==> config.mk <==
export PLATFORM = sky130hd
export DESIGN_NAME = gcd_datapath
export DESIGN_NICKNAME = d
export VERILOG_FILES = /design/src/rtl/gcd_datapath.sv
export SDC_FILE = /design/constraint.sdc
export NUM_CORES = 1
export LEC_CHECK = 0
export ABC_AREA = 1
export BUFFER_PORTS_ARGS = -buffer_cell sky130_fd_sc_hd__buf_2
export CORE_MARGIN = 2
export CORE_UTILIZATION = 56
export CTS_CLUSTER_DIAMETER = 80
export DETAILED_ROUTE_END_ITERATION = 6
export PLACE_DENSITY_LB_ADDON = 0.25
export SYNTH_ARGS = -nofsm -noshare
export SYNTH_HDL_FRONTEND = slang
export SYNTH_SLANG_ARGS = --single-unit
==> constraint.sdc <==
create_clock -name clk -period 2.1 [get_ports clk]
set_clock_uncertainty 0.05 [all_clocks]
set_input_delay 0.105 -clock clk [delete_from_list [all_inputs] [get_ports clk]]
set_output_delay 0.105 -clock clk [all_outputs]
set_load 0.005 [all_outputs]
==> src/rtl/gcd_datapath.sv <==
// Datapath for a subtractive-Euclid GCD engine. An external controller sequences the X/Y
// registers; host-side operand and result buffers each hold one entry, with sticky misuse flags.
module gcd_datapath #(
  parameter int W = 8
) (
  input  logic         clk,
  input  logic         reset,
  input  logic         in_valid,
  output logic         in_ready,
  input  logic [W-1:0] a_in,
  input  logic [W-1:0] b_in,
  output logic         op_valid,
  input  logic         x_load,
  input  logic         y_load,
  input  logic         x_sel,
  input  logic         y_sel,
  input  logic         gcd_load,
  output logic         eq_flag,
  output logic         if_flag,
  output logic         zero_op,
  output logic         out_valid,
  input  logic         out_ready,
  output logic [W-1:0] gcd_out,
  output logic         err_underrun,
  output logic         err_overrun
);

  logic [W-1:0] op_a_q, op_a_d, op_b_q, op_b_d;
  logic         op_full_q, op_full_d;
  logic [W-1:0] x_q, x_d, y_q, y_d;
  logic [W-1:0] gcd_q, gcd_d;
  logic         out_valid_q, out_valid_d;
  logic         err_underrun_q, err_underrun_d;
  logic         err_overrun_q, err_overrun_d;

  logic capture, consume;

  assign in_ready = !op_full_q;
  assign op_valid = op_full_q;
  assign capture  = in_valid && !op_full_q;
  assign consume  = (x_load && !x_sel) || (y_load && !y_sel);

  always_comb begin
    // NOTE: every next-state signal gets a default first so no path leaves it unassigned
    // (which would infer a latch).
    op_a_d         = op_a_q;
    op_b_d         = op_b_q;
    op_full_d      = op_full_q;
    x_d            = x_q;
    y_d            = y_q;
    gcd_d          = gcd_q;
    out_valid_d    = out_valid_q;
    err_underrun_d = err_underrun_q;
    err_overrun_d  = err_overrun_q;

    // A load from an empty buffer still takes the stale operands but is flagged.
    if (consume) begin
      op_full_d = 1'b0;
      if (!op_full_q) err_underrun_d = 1'b1;
    end
    if (capture) begin
      op_a_d    = a_in;
      op_b_d    = b_in;
      op_full_d = 1'b1;
    end

    // Both subtractions read the pre-edge X and Y, so simultaneous updates are parallel.
    if (x_load) x_d = x_sel ? (x_q - y_q) : op_a_q;
    if (y_load) y_d = y_sel ? (y_q - x_q) : op_b_q;

    if (gcd_load) begin
      gcd_d       = x_q;
      out_valid_d = 1'b1;
      if (out_valid_q && !out_ready) err_overrun_d = 1'b1;
    end else if (out_valid_q && out_ready) begin
      out_valid_d = 1'b0;
    end
  end

  // NOTE: sequential state uses non-blocking assignments so all registers update together.
  always_ff @(posedge clk or negedge reset) begin
    if (!reset) begin
      op_a_q         <= '0;
      op_b_q         <= '0;
      op_full_q      <= 1'b0;
      x_q            <= '0;
      y_q            <= '0;
      gcd_q          <= '0;
      out_valid_q    <= 1'b0;
      err_underrun_q <= 1'b0;
      err_overrun_q  <= 1'b0;
    end else begin
      op_a_q         <= op_a_d;
      op_b_q         <= op_b_d;
      op_full_q      <= op_full_d;
      x_q            <= x_d;
      y_q            <= y_d;
      gcd_q          <= gcd_d;
      out_valid_q    <= out_valid_d;
      err_underrun_q <= err_underrun_d;
      err_overrun_q  <= err_overrun_d;
    end
  end

  assign eq_flag      = (x_q == y_q);
  assign if_flag      = (x_q < y_q);
  assign zero_op      = (x_q == '0) || (y_q == '0);
  assign out_valid    = out_valid_q;
  assign gcd_out      = gcd_q;
  assign err_underrun = err_underrun_q;
  assign err_overrun  = err_overrun_q;

endmodule
==> metrics.txt, run 1 <==
# TYPE chip_impl_metric gauge
chip_impl_metric{name="core.rowCount",unit=""} 24
chip_impl_metric{name="floorplan.initialDensity",unit="%"} 57.99
chip_impl_metric{name="power.static_leakage",unit="µW"} 0.001596
chip_impl_metric{name="final.min_clock_period",unit="ns"} 2.039
chip_impl_metric{name="io-pin-count",unit=""} 41
chip_impl_metric{name="yosysWarningCount",unit=""} 0
chip_impl_info{name="min_path_type",value="in -> reg"} 1
chip_impl_info{name="cp_cell_sequence",value="inv_1, fa_1, inv_2, nand2_4, a21oi_4, a21oi_1, buf_2"} 1
chip_impl_metric{name="crit_path_max_incr_delay",unit="ns"} 0.46
chip_impl_info{name="min-delay-start",value="b_in[1]"} 1
chip_impl_metric{name="timing.max_cap.violations",unit=""} 0
chip_impl_metric{name="wl_final",unit="µm"} 5552
chip_impl_metric{name="fp.dieW",unit="µm"} 71.15
chip_impl_metric{name="slew_headroom",unit="%"} 64.35
chip_impl_metric{name="finalNetCount",unit=""} 402
chip_impl_metric{name="timing.final.crit_share",unit="%"} 97.09
chip_impl_metric{name="design_power_total",unit="µW"} 4554
chip_impl_metric{name="final_core_util",unit="%"} 69.43
chip_impl_metric{name="route.vias.total",unit=""} 2154
chip_impl_metric{name="async_reset_ff_share",unit="%"} 100.0
chip_impl_info{name="result_of_the_run",value="complete, no violations"} 1
chip_impl_metric{name="tritoncts_sink_count",unit=""} 44
chip_impl_metric{name="post_cts_buffers",unit=""} 0
chip_impl_metric{name="synthToLayoutAreaGrowth",unit="%"} 19.72
chip_impl_info{name="synth_area_leaders",value="dfrtp_1 44%, nand2_1 11%, inv_1 7.9%"} 1
chip_impl_metric{name="dr.first_iter.drc_count",unit=""} 137
chip_impl_info{name="timing.setup.critical_path_class",value="reg -> out"} 1
chip_impl_metric{name="synthesis.nets",unit=""} 346
chip_impl_info{name="regToRegStartpoint",value="x_q[1]"} 1
chip_impl_info{name="synthMostInstantiatedCell",value="nand2_1"} 1
chip_impl_metric{name="synth_enable_flop_cells",unit=""} 0
chip_impl_metric{name="synth_largest_type_area_fraction",unit="%"} 43.61
chip_impl_metric{name="remaining_drc_errors",unit=""} 0
chip_impl_metric{name="core_region_area",unit="µm²"} 4354
chip_impl_metric{name="hold_violations",unit=""} 0
chip_impl_metric{name="place_area",unit="µm²"} 2765
chip_impl_metric{name="setup_viol_count_final",unit=""} 0
chip_impl_info{name="crit_path_start_kind",value="register"} 1
chip_impl_metric{name="post_synth_instance_area",unit="µm²"} 2525
chip_impl_metric{name="cts_max_path_buffers",unit=""} 2
chip_impl_info{name="cts_tree",value="built"} 1
chip_impl_metric{name="worst-path-max-fanout",unit=""} 4
chip_impl_metric{name="final_max_slew_viol_count",unit=""} 0
chip_impl_metric{name="groute.usage.overall",unit="%"} 24.03
chip_impl_metric{name="tritoncts.num_buffers",unit=""} 5
chip_impl_metric{name="insertedDiodeCount",unit=""} 0
chip_impl_info{name="endpoint_kind",value="output pin"} 1
chip_impl_metric{name="synth_seq_area_share",unit="%"} 43.61
chip_impl_info{name="timing.critical_path.slowest_stage_cell",value="dfrtp_1"} 1
chip_impl_metric{name="average_instance_area_after_synthesis",unit="µm²"} 8.306
chip_impl_metric{name="grt_pass1_vias",unit=""} 2141
chip_impl_info{name="synth_top_area_cell",value="dfrtp_1"} 1
chip_impl_info{name="netlist_top_cells_count",value="75 x nand2_1, 53 x inv_1, 44 x dfrtp_1, 23 x nand3_1, 18 x a21oi_1"} 1
chip_impl_metric{name="detail_route.wl_per_cell",unit="µm"} 13.44
chip_impl_metric{name="yosys.cell_types.count",unit=""} 31
chip_impl_info{name="ys.flop_type",value="dfrtp_1"} 1
chip_impl_metric{name="worst_pin_slew",unit="ns"} 0.5348
chip_impl_info{name="startpoint",value="x_q[1]"} 1
chip_impl_metric{name="antenna_violations_before_repair",unit=""} 0
chip_impl_metric{name="clock_latency",unit="ns"} 0.30
chip_impl_metric{name="floorplan.die.height",unit="µm"} 71.15
chip_impl_metric{name="synthCells",unit=""} 304
chip_impl_metric{name="data_required_time_of_the_worst_path",unit="ns"} 1.95
chip_impl_metric{name="drt-vias-per-instance",unit=""} 5.215
chip_impl_metric{name="synth.ff_latch_count",unit=""} 44
chip_impl_metric{name="grt_first_pass_wirelength",unit="µm"} 9632
chip_impl_metric{name="port-buffer-count",unit=""} 40
chip_impl_metric{name="power-per-cell-area",unit="nW/µm²"} 1507
chip_impl_info{name="cts-root-buf",value="clkbuf_8"} 1
chip_impl_metric{name="fraction_of_layout_instances_using_a_drive_strength_above_1",unit="%"} 20.50
chip_impl_metric{name="dpl.hpwl",unit="µm"} 4127
chip_impl_metric{name="detailedRoute.firstPassIterationCount",unit=""} 5
chip_impl_metric{name="pin_count_of_the_biggest_net_entering_global_routing",unit=""} 45
chip_impl_metric{name="irDropWorstVdd",unit="mV"} 0.6337
chip_impl_metric{name="clk_transition_reported_paths",unit="ns"} 0.08
chip_impl_metric{name="grt.overflow.total",unit=""} 0
chip_impl_metric{name="floorplan.die_area",unit="µm²"} 5062
chip_impl_metric{name="stdcell_area",unit="µm²"} 3023
chip_impl_metric{name="critical_path_arrival",unit="ns"} 1.88
chip_impl_metric{name="fmax",unit="MHz"} 490.5
chip_impl_metric{name="cts_htree_levels",unit=""} 2
chip_impl_metric{name="drtAntennaViolNets",unit=""} 0
chip_impl_metric{name="routability_driven_placement_congestion_ratio",unit=""} 0.9565
[cell usage in the layout, fill, tap and decap left out, types with 11 or more instances in the layout]
master          n
nand2_1        75
a21oi_1        17
o21ai_0        11
nor2_1         16
nand3_1        23
dfrtp_1        44
inv_1          51
dlygate4sd3_1  13
ha_1           12
buf_2          40
[what timing repair did]
| item | CTS | global route |
|---|---|---|
| resized for setup | 2 | 7 |
| hold buffers | 13 | 0 |
| pin swaps | 0 | 0 |
| hold endpoints to repair | 56 | 0 |
| endpoints found under the setup margin | 2 | 2 |
[per-stage QoR]
stage / setup WS [ns] / setup TNS [ns] / std cells / hold WS [ns]
3_5_place_dp: 0.2791 / 0 / 392 / 0.1612
6_report: 0.06109 / 0 / 413 / 0.003985
2_1_floorplan: 0.4563 / 0 / 304 / -0.2406
5_1_grt: -0.01645 / -0.01645 / 413 / 0.01933
3_3_place_gp: 0.3186 / 0 / 392 / 0.1590
4_1_cts: 0.01404 / 0 / 413 / 0.006866
[critical path, delay by kind of cell, from the launching register on]
| family | cells | cell delay [ns] |
|---|---|---|
| DFF | 1 | 0.46 |
| AOI/OAI and AO/OA | 2 | 0.24 |
| buffers and inverters | 3 | 0.37 |
| and+or+nand+nor | 1 | 0.06 |
| adders and majority gates | 1 | 0.45 |
[flip-flops by register name, summed over array words and instances, names as in the netlist]
name          cells
err_underrun      1
op_a_q            8
y_q               8
op_b_q            8
err_overrun       1
gcd_out           8
out_valid         1
op_valid          1
x_q               8
[cell type report]
cell class                 instances  area (µm²)
clock buffer                       7       86.33
tap                               52       65.06
inverter                          55       207.7
sequential                        44        1101
fill                             361        1331
clock inverter                     1       7.507
timing repair buffer              54       337.8
multi-input combinational        200        1217
[final timing paths]
kind,endpoint,slack (ns),cells past startpoint
max,if_flag,0.06,7
min,op_b_q[1],0.004,3
max reg2reg,x_q[6],0.31,10
min reg2reg,err_underrun,0.41,1
max in group asynchronous,y_q[5],1.28,3
min in group asynchronous,op_a_q[1],0.35,3
[power breakdown]
group	internal (µW)	switching, µW	total (µW)	leakage (µW)
Clock	267	291	558	0.0000445
Combinational	1030	1580	2610	0.00104
Sequential	1140	249	1390	0.000510
[per-layer routing]
layer	part of all wire [%]	GRT usage, %
met1	46	33.27
met2	46	38.79
met3	6.4	3.846
met4	1.5	7.757
met5	0	0
[kinds of logic after synthesis]
logic type | share of synthesized area, %
adder cells (fa/ha/maj) | 9.019
XOR/XNOR | 0.3469
AO/OA/AOI/OAI | 12.14
multiplexers | 4.014
AND/OR/NAND/NOR | 21.36
buffers and inverters | 9.514
flip-flops | 43.61
Power figures use the tool's default switching activity.
==> run 2: changes to the inputs <==
Settings changed: ABC_AREA 1 to 0.
==> run 2 against run 1 <==
Sequential share of layout area is 2.2 points lower; clock-buffer cell count stayed put; design area is 6.5% higher; core utilization is 4.0 points higher; flip-flop and latch count stayed put; highest routed layer unchanged.
==> metrics.txt, run 2 <==
# TYPE chip_impl_metric gauge
chip_impl_info{name="result_of_the_run",value="complete, no violations"} 1
chip_impl_metric{name="fraction_of_layout_instances_using_a_drive_strength_above_1",unit="%"} 31.56
chip_impl_metric{name="insertedDiodeCount",unit=""} 0
chip_impl_metric{name="dr.first_iter.drc_count",unit=""} 126
chip_impl_metric{name="synth_largest_type_area_fraction",unit="%"} 42.76
chip_impl_metric{name="synth_seq_area_share",unit="%"} 42.76
chip_impl_metric{name="synth_xor_xnor_area_share",unit="%"} 0.6803
chip_impl_metric{name="synth_enable_flop_cells",unit=""} 0
chip_impl_metric{name="pin_count_of_the_biggest_net_entering_global_routing",unit=""} 45
chip_impl_metric{name="gr-usage-met2",unit="%"} 40.43
chip_impl_metric{name="sum_neg_setup_slack",unit="ns"} 0
chip_impl_metric{name="groute.layer.met1.usage",unit="%"} 34.19
chip_impl_info{name="grt_setup_unrepaired",value="true"} 1
chip_impl_metric{name="final_core_util",unit="%"} 73.43
chip_impl_metric{name="tritoncts_sink_count",unit=""} 44
chip_impl_info{name="netlist_top_cells_count",value="44 x dfrtp_1, 23 x mux2_2, 21 x inv_1, 19 x a21oi_1, 19 x nor2_1"} 1
chip_impl_metric{name="final.min_clock_period",unit="ns"} 2.047
chip_impl_metric{name="fmax",unit="MHz"} 488.4
chip_impl_info{name="min_path_type",value="in -> reg"} 1
chip_impl_info{name="mostFrequentLayoutCell",value="dfrtp_1"} 1
chip_impl_metric{name="io-pin-count",unit=""} 41
chip_impl_metric{name="groute.usage.overall",unit="%"} 25.11
chip_impl_metric{name="drtAntennaViolNets",unit=""} 0
chip_impl_metric{name="timing.max_cap.violations",unit=""} 0
chip_impl_metric{name="grt.overflow.total",unit=""} 0
chip_impl_metric{name="average_instance_area_after_synthesis",unit="µm²"} 10.18
chip_impl_metric{name="irDropWorstVdd",unit="mV"} 0.7557
chip_impl_metric{name="routability_driven_placement_congestion_ratio",unit=""} 0.8833
chip_impl_metric{name="cts_max_path_buffers",unit=""} 2
chip_impl_info{name="combinational_family_with_the_most_area_after_synthesis",value="compound AO/OA/AOI/OAI gates"} 1
chip_impl_info{name="synthMostInstantiatedCell",value="dfrtp_1"} 1
chip_impl_metric{name="synth-adder-area-share",unit="%"} 8.844
chip_impl_metric{name="floorplan.initialDensity",unit="%"} 58.73
chip_impl_info{name="crit_path_start_kind",value="register"} 1
chip_impl_metric{name="yosys.cell_types.count",unit=""} 49
chip_impl_info{name="timing.setup.critical_path_class",value="reg -> out"} 1
chip_impl_metric{name="slew_headroom",unit="%"} 74.60
chip_impl_metric{name="remaining_drc_errors",unit=""} 0
chip_impl_metric{name="worst_pin_slew",unit="ns"} 0.3762
chip_impl_metric{name="whs",unit="ns"} 0.04124
chip_impl_metric{name="antenna_violations_before_repair",unit=""} 0
chip_impl_info{name="most_utilized_layer_in_the_global_route_result",value="met2"} 1
chip_impl_metric{name="fp.dieW",unit="µm"} 71.81
chip_impl_metric{name="grt_pass1_vias",unit=""} 2061
chip_impl_metric{name="synth.ff_latch_count",unit=""} 44
chip_impl_metric{name="tritoncts.num_buffers",unit=""} 5
chip_impl_metric{name="power-per-cell-area",unit="nW/µm²"} 1520
chip_impl_metric{name="simple_gate_share_of_the_synthesized_area",unit="%"} 14.63
chip_impl_metric{name="whs_path_depth",unit=""} 3
chip_impl_metric{name="port-buffer-count",unit=""} 40
chip_impl_metric{name="place_area",unit="µm²"} 2844
chip_impl_metric{name="post_synth_instance_area",unit="µm²"} 2575
chip_impl_metric{name="synthMuxAreaShare",unit="%"} 12.00
chip_impl_metric{name="synthToLayoutAreaGrowth",unit="%"} 25.02
chip_impl_metric{name="hold_violations",unit=""} 0
chip_impl_metric{name="synth-compound-area-share",unit="%"} 15.50
chip_impl_metric{name="dpl.hpwl",unit="µm"} 4108
chip_impl_metric{name="synthCells",unit=""} 253
chip_impl_metric{name="yosysWarningCount",unit=""} 0
chip_impl_metric{name="setup_viol_count_final",unit=""} 0
chip_impl_info{name="cts-root-buf",value="clkbuf_8"} 1
chip_impl_metric{name="sequential_cell_area",unit="µm²"} 1102
chip_impl_metric{name="data_required_time_of_the_worst_path",unit="ns"} 1.95
chip_impl_metric{name="core_region_area",unit="µm²"} 4384
chip_impl_metric{name="grt_first_pass_wirelength",unit="µm"} 10020
chip_impl_metric{name="floorplan.die_area",unit="µm²"} 5157
chip_impl_info{name="endpoint_kind",value="output pin"} 1
chip_impl_metric{name="final_max_slew_viol_count",unit=""} 0
chip_impl_info{name="cts_tree",value="built"} 1
chip_impl_info{name="ys.flop_type",value="dfrtp_1"} 1
chip_impl_metric{name="detailedRoute.firstPassIterationCount",unit=""} 4
chip_impl_metric{name="floorplan.die.height",unit="µm"} 71.81
chip_impl_metric{name="detail_route.wl_per_cell",unit="µm"} 15.94
chip_impl_metric{name="clk_transition_reported_paths",unit="ns"} 0.08
chip_impl_metric{name="drt-vias-per-instance",unit=""} 5.685
chip_impl_info{name="synth_top_area_cell",value="dfrtp_1"} 1
chip_impl_metric{name="synthesis.nets",unit=""} 295
chip_impl_info{name="commonest_cells_after_routing_fill_and_taps_aside",value="43 x dfrtp_1, 40 x buf_2, 23 x mux2_2, 20 x inv_1, 19 x nor2_1"} 1
chip_impl_metric{name="cts_htree_levels",unit=""} 2
chip_impl_metric{name="wl_final",unit="µm"} 5931
chip_impl_metric{name="fillers",unit=""} 331
chip_impl_metric{name="multiInputGateArea",unit="µm²"} 1388
chip_impl_metric{name="power.static_leakage",unit="µW"} 0.001486
chip_impl_metric{name="critical_path_arrival",unit="ns"} 1.89
chip_impl_metric{name="rr_worst_depth",unit=""} 11
chip_impl_metric{name="stdcell_area",unit="µm²"} 3219
chip_impl_metric{name="route.vias.total",unit=""} 2115
chip_impl_metric{name="finalNetCount",unit=""} 361
chip_impl_metric{name="worst-path-max-fanout",unit=""} 3
chip_impl_metric{name="timing.final.crit_share",unit="%"} 97.50
chip_impl_metric{name="use_met3",unit="%"} 5.204
chip_impl_info{name="synth_area_leaders",value="dfrtp_1 43%, mux2_2 10%, ha_1 7.3%"} 1
chip_impl_metric{name="core.rowCount",unit=""} 24
chip_impl_metric{name="async_reset_ff_share",unit="%"} 100.0
chip_impl_metric{name="clock_latency",unit="ns"} 0.31
-- run 2: area by class of cell --
type	instances	share of cell area, %
Tap cell	52	2.021
Clock buffer	7	2.682
Inverter	22	2.565
Multi-Input combinational cell	175	43.10
Clock inverter	1	0.2332
Timing Repair Buffer	71	15.16
Sequential cell	44	34.24
-- run 2: timing repair --
item,CTS,global route
pin swaps,4,3
setup endpoints to repair,1,4
hold endpoints to repair,60,0
hold buffers,17,0
resized for setup,8,6
buffers inserted,7,0
-- run 2: worst paths after layout --
path / startpoint / end / slack (ns)
setup / recovery: y_q[0] / if_flag / 0.05
hold / removal: out_ready / out_valid / 0.04
setup reg to reg: x_q[0] / x_q[6] / 0.08
hold reg to reg: err_overrun / err_overrun / 0.42
max in group asynchronous: reset / x_q[0] / 1.52
min in group asynchronous: reset / op_b_q[5] / 0.25
-- run 2: kinds of logic after synthesis --
kind of cell	after synthesis
AOI/OAI and AO/OA	59
xor gates and xnor gates	2
adders and majority gates	17
buffers and inverters	34
DFF	44
muxes	28
and+or+nand+nor	69
-- run 2: through the flow --
step	cells	power, µW	setup WS, ns
floorplan	253	3192	0.3041
global placement	340	3805	0.09897
detailed placement	340	3855	0.09695
CTS	372	4741	-0.04300
global route	372	5265	-0.05103
finish	372	4893	0.05252
-- run 2: per-layer routing --
layer | part of all wire, % | up-vias
li1 | - | 1029
met1 | 45 | 1017
met2 | 49 | 59
met3 | 5.0 | 10
met4 | 1.5 | 0
met5 | 0 | -
-- run 2: power by group --
group	total [µW]	leakage [µW]	internal, µW	switching (µW)
clock network	563	0.0000445	267	295
logic	2920	0.000935	1420	1500
registers	1410	0.000506	1160	242
total	4890	0.00149	2850	2040
-- run 2: critical path, stage by stage (launching register included) --
cell and delay, ns:
dfrtp_1 0.42, ha_4 0.18, fa_2 0.38, nor2b_4 0.16
o31ai_4 0.08, a21oi_2 0.14, a31oi_1 0.09, buf_2 0.14
==> run 3: changes to the inputs <==
Settings changed: ABC_CLOCK_PERIOD_IN_PS from default to 2100, CORE_ASPECT_RATIO from default to 1.25, RECOVER_POWER from default to 100.
==> run 3 against run 2 <==
The flow now finishes with violations (negative setup slack); design area grew 1.1%; clock power is 14% higher; via count is 1.7% higher; flip-flop and latch count did not move; total power up 3.2%; core utilization rose by 0.13 points; critical path type unchanged; critical endpoint unchanged; largest cell class unchanged; largest power group unchanged.
==> metrics.txt, run 3 (same netlist as run 2, synthesis figures left out) <==
# TYPE chip_impl_metric gauge
chip_impl_metric{name="routability_driven_placement_congestion_ratio",unit=""} 0.9096
chip_impl_info{name="endpoint_kind",value="output pin"} 1
chip_impl_info{name="cts_tree",value="built"} 1
chip_impl_info{name="regToRegStartpoint",value="x_q[0]"} 1
chip_impl_metric{name="final_core_util",unit="%"} 73.57
chip_impl_metric{name="io-pin-count",unit=""} 41
chip_impl_metric{name="core_region_area",unit="µm²"} 4425
chip_impl_metric{name="data_required_time_of_the_worst_path",unit="ns"} 1.95
chip_impl_metric{name="power.static_leakage",unit="µW"} 0.001514
chip_impl_metric{name="cts_htree_levels",unit=""} 2
chip_impl_metric{name="worst-path-max-fanout",unit=""} 3
chip_impl_info{name="min-delay-start",value="out_ready"} 1
chip_impl_metric{name="power-per-cell-area",unit="nW/µm²"} 1551
chip_impl_info{name="cts-root-buf",value="clkbuf_8"} 1
chip_impl_metric{name="dr.first_iter.drc_count",unit=""} 126
chip_impl_metric{name="final_max_slew_viol_count",unit=""} 0
chip_impl_info{name="timing.setup.critical_path_class",value="reg -> out"} 1
chip_impl_metric{name="fmax",unit="MHz"} 476.1
chip_impl_metric{name="route.vias.total",unit=""} 2151
chip_impl_info{name="failed_checks",value="negative setup slack"} 1
chip_impl_metric{name="groute.usage.overall",unit="%"} 24.74
chip_impl_metric{name="timing.max_cap.violations",unit=""} 0
chip_impl_metric{name="detailedRoute.firstPassIterationCount",unit=""} 4
chip_impl_metric{name="clk_transition_reported_paths",unit="ns"} 0.09
chip_impl_info{name="startpoint",value="x_q[0]"} 1
chip_impl_info{name="min_path_type",value="in -> reg"} 1
chip_impl_metric{name="core.rowCount",unit=""} 27
chip_impl_metric{name="fraction_of_layout_instances_using_a_drive_strength_above_1",unit="%"} 30.67
chip_impl_metric{name="finalNetCount",unit=""} 367
chip_impl_metric{name="remaining_drc_errors",unit=""} 0
chip_impl_metric{name="cts_max_path_buffers",unit=""} 2
chip_impl_metric{name="worst_pin_slew",unit="ns"} 0.8421
chip_impl_metric{name="clock_latency",unit="ns"} 0.30
chip_impl_info{name="mostFrequentLayoutCell",value="dfrtp_1"} 1
chip_impl_metric{name="floorplan.initialDensity",unit="%"} 58.18
chip_impl_metric{name="grt.overflow.total",unit=""} 0
chip_impl_info{name="crit_path_start_kind",value="register"} 1
chip_impl_metric{name="fp.dieW",unit="µm"} 64.65
chip_impl_metric{name="pin_count_of_the_biggest_net_entering_global_routing",unit=""} 31
chip_impl_metric{name="drt-vias-per-instance",unit=""} 5.602
chip_impl_metric{name="drtAntennaViolNets",unit=""} 0
chip_impl_metric{name="insertedDiodeCount",unit=""} 0
chip_impl_metric{name="floorplan.die_area",unit="µm²"} 5160
chip_impl_metric{name="critical_path_arrival",unit="ns"} 1.95
chip_impl_info{name="result_of_the_run",value="finished, violations left"} 1
chip_impl_info{name="commonest_cells_after_routing_fill_and_taps_aside",value="44 x dfrtp_1, 39 x buf_2, 23 x mux2_2, 21 x inv_1, 19 x nor2_1"} 1
chip_impl_metric{name="slew_headroom",unit="%"} 43.86
chip_impl_metric{name="tritoncts_sink_count",unit=""} 44
chip_impl_metric{name="antenna_violations_before_repair",unit=""} 0
chip_impl_metric{name="fillers",unit=""} 313
chip_impl_info{name="grt_setup_unrepaired",value="true"} 1
chip_impl_metric{name="setup_viol_count_final",unit=""} 1
chip_impl_metric{name="grt_pass1_vias",unit=""} 2069
chip_impl_metric{name="port-buffer-count",unit=""} 40
chip_impl_metric{name="synthToLayoutAreaGrowth",unit="%"} 26.43
chip_impl_metric{name="tritoncts.num_buffers",unit=""} 5
chip_impl_metric{name="wl_final",unit="µm"} 6065
chip_impl_metric{name="whs",unit="ns"} 0.04688
chip_impl_metric{name="detail_route.wl_per_cell",unit="µm"} 15.79
chip_impl_metric{name="final.min_clock_period",unit="ns"} 2.100
chip_impl_metric{name="dpl.hpwl",unit="µm"} 4152
chip_impl_metric{name="hold_violations",unit=""} 0
chip_impl_metric{name="grt_first_pass_wirelength",unit="µm"} 9853
chip_impl_metric{name="irDropWorstVdd",unit="mV"} 0.8068
chip_impl_metric{name="timing.final.crit_share",unit="%"} 100.0
chip_impl_metric{name="floorplan.die.height",unit="µm"} 79.82
chip_impl_metric{name="fin_ws",unit="ns"} -0.0003106
## run 3: cell types whose count changed in the layout (fill, tap and decap cells not counted), sizes merged
cell / change
clkinv: +1
clkinvlp: -1
buf: +3
clkbuf: +2
bufinv: +1
## run 3: final timing paths
path	to	slack (ns)	depth (start not counted)
min in group asynchronous	gcd_out[7]	0.32	2
max reg2reg	x_q[6]	0.06	11
min reg2reg	err_overrun	0.42	1
max in group asynchronous	y_q[5]	1.09	3
max	if_flag	-0.0003	8
min	out_valid	0.05	3
## run 3: layer usage
metal  wire, µm  global-route usage [%]  vias to the layer above  share of wire [%]
met5          0                       0                        -                  0
met4        167                   9.574                        0                2.8
met3        239                   3.808                       13                3.9
met2       3003                   41.35                       67                 50
met1       2653                   32.24                     1028                 44
li1           -                       -                     1043                  -
## run 3: cell type report
type	instances	area, µm²	area share, %
timing repair buffer	77	519.2	15.95
clock inverter	2	35.03	1.076
multi-input combinational	175	1373	42.16
inverter	22	82.58	2.537
sequential	44	1101	33.82
clock buffer	6	72.57	2.229
tap	58	72.57	2.229
## run 3: stage by stage
stage          cell area, µm²    TNS (ns)  cells  worst slack [ns]  total power (µW)
6_report                 3256  -0.0003106    384        -0.0003106              5050
3_5_place_dp             2869           0    350            0.1100              3886
4_1_cts                  3217    -0.08414    383          -0.05050              4774
2_1_floorplan            2575           0    253            0.3041              3192
3_3_place_gp             2869           0    350            0.1935              3826
5_1_grt                  3256    -0.06750    384          -0.05963              5399
## run 3: critical path, cell delays in order (launching register included)
cell and delay, ns:
dfrtp_1 0.38, inv_1 0.06, ha_2 0.19, fa_2 0.37, nor2b_4 0.16, o31ai_4 0.08
a21oi_2 0.17, a31oi_1 0.10, buf_2 0.14
## run 3: timing repair
item / 4_1_cts / 5_1_grt
pin swaps: 3 / 2
resized for setup: 3 / 7
buffers inserted: 8 / 1
hold buffers: 17 / 0
setup endpoints to repair: 1 / 6
cloned: 0 / 0
hold endpoints to repair: 44 / 0
## run 3: power breakdown
part / internal (µW) / switching [µW]
Clock: 353 / 291
Sequential: 1160 / 237
Combinational: 1460 / 1550
Total: 2970 / 2080
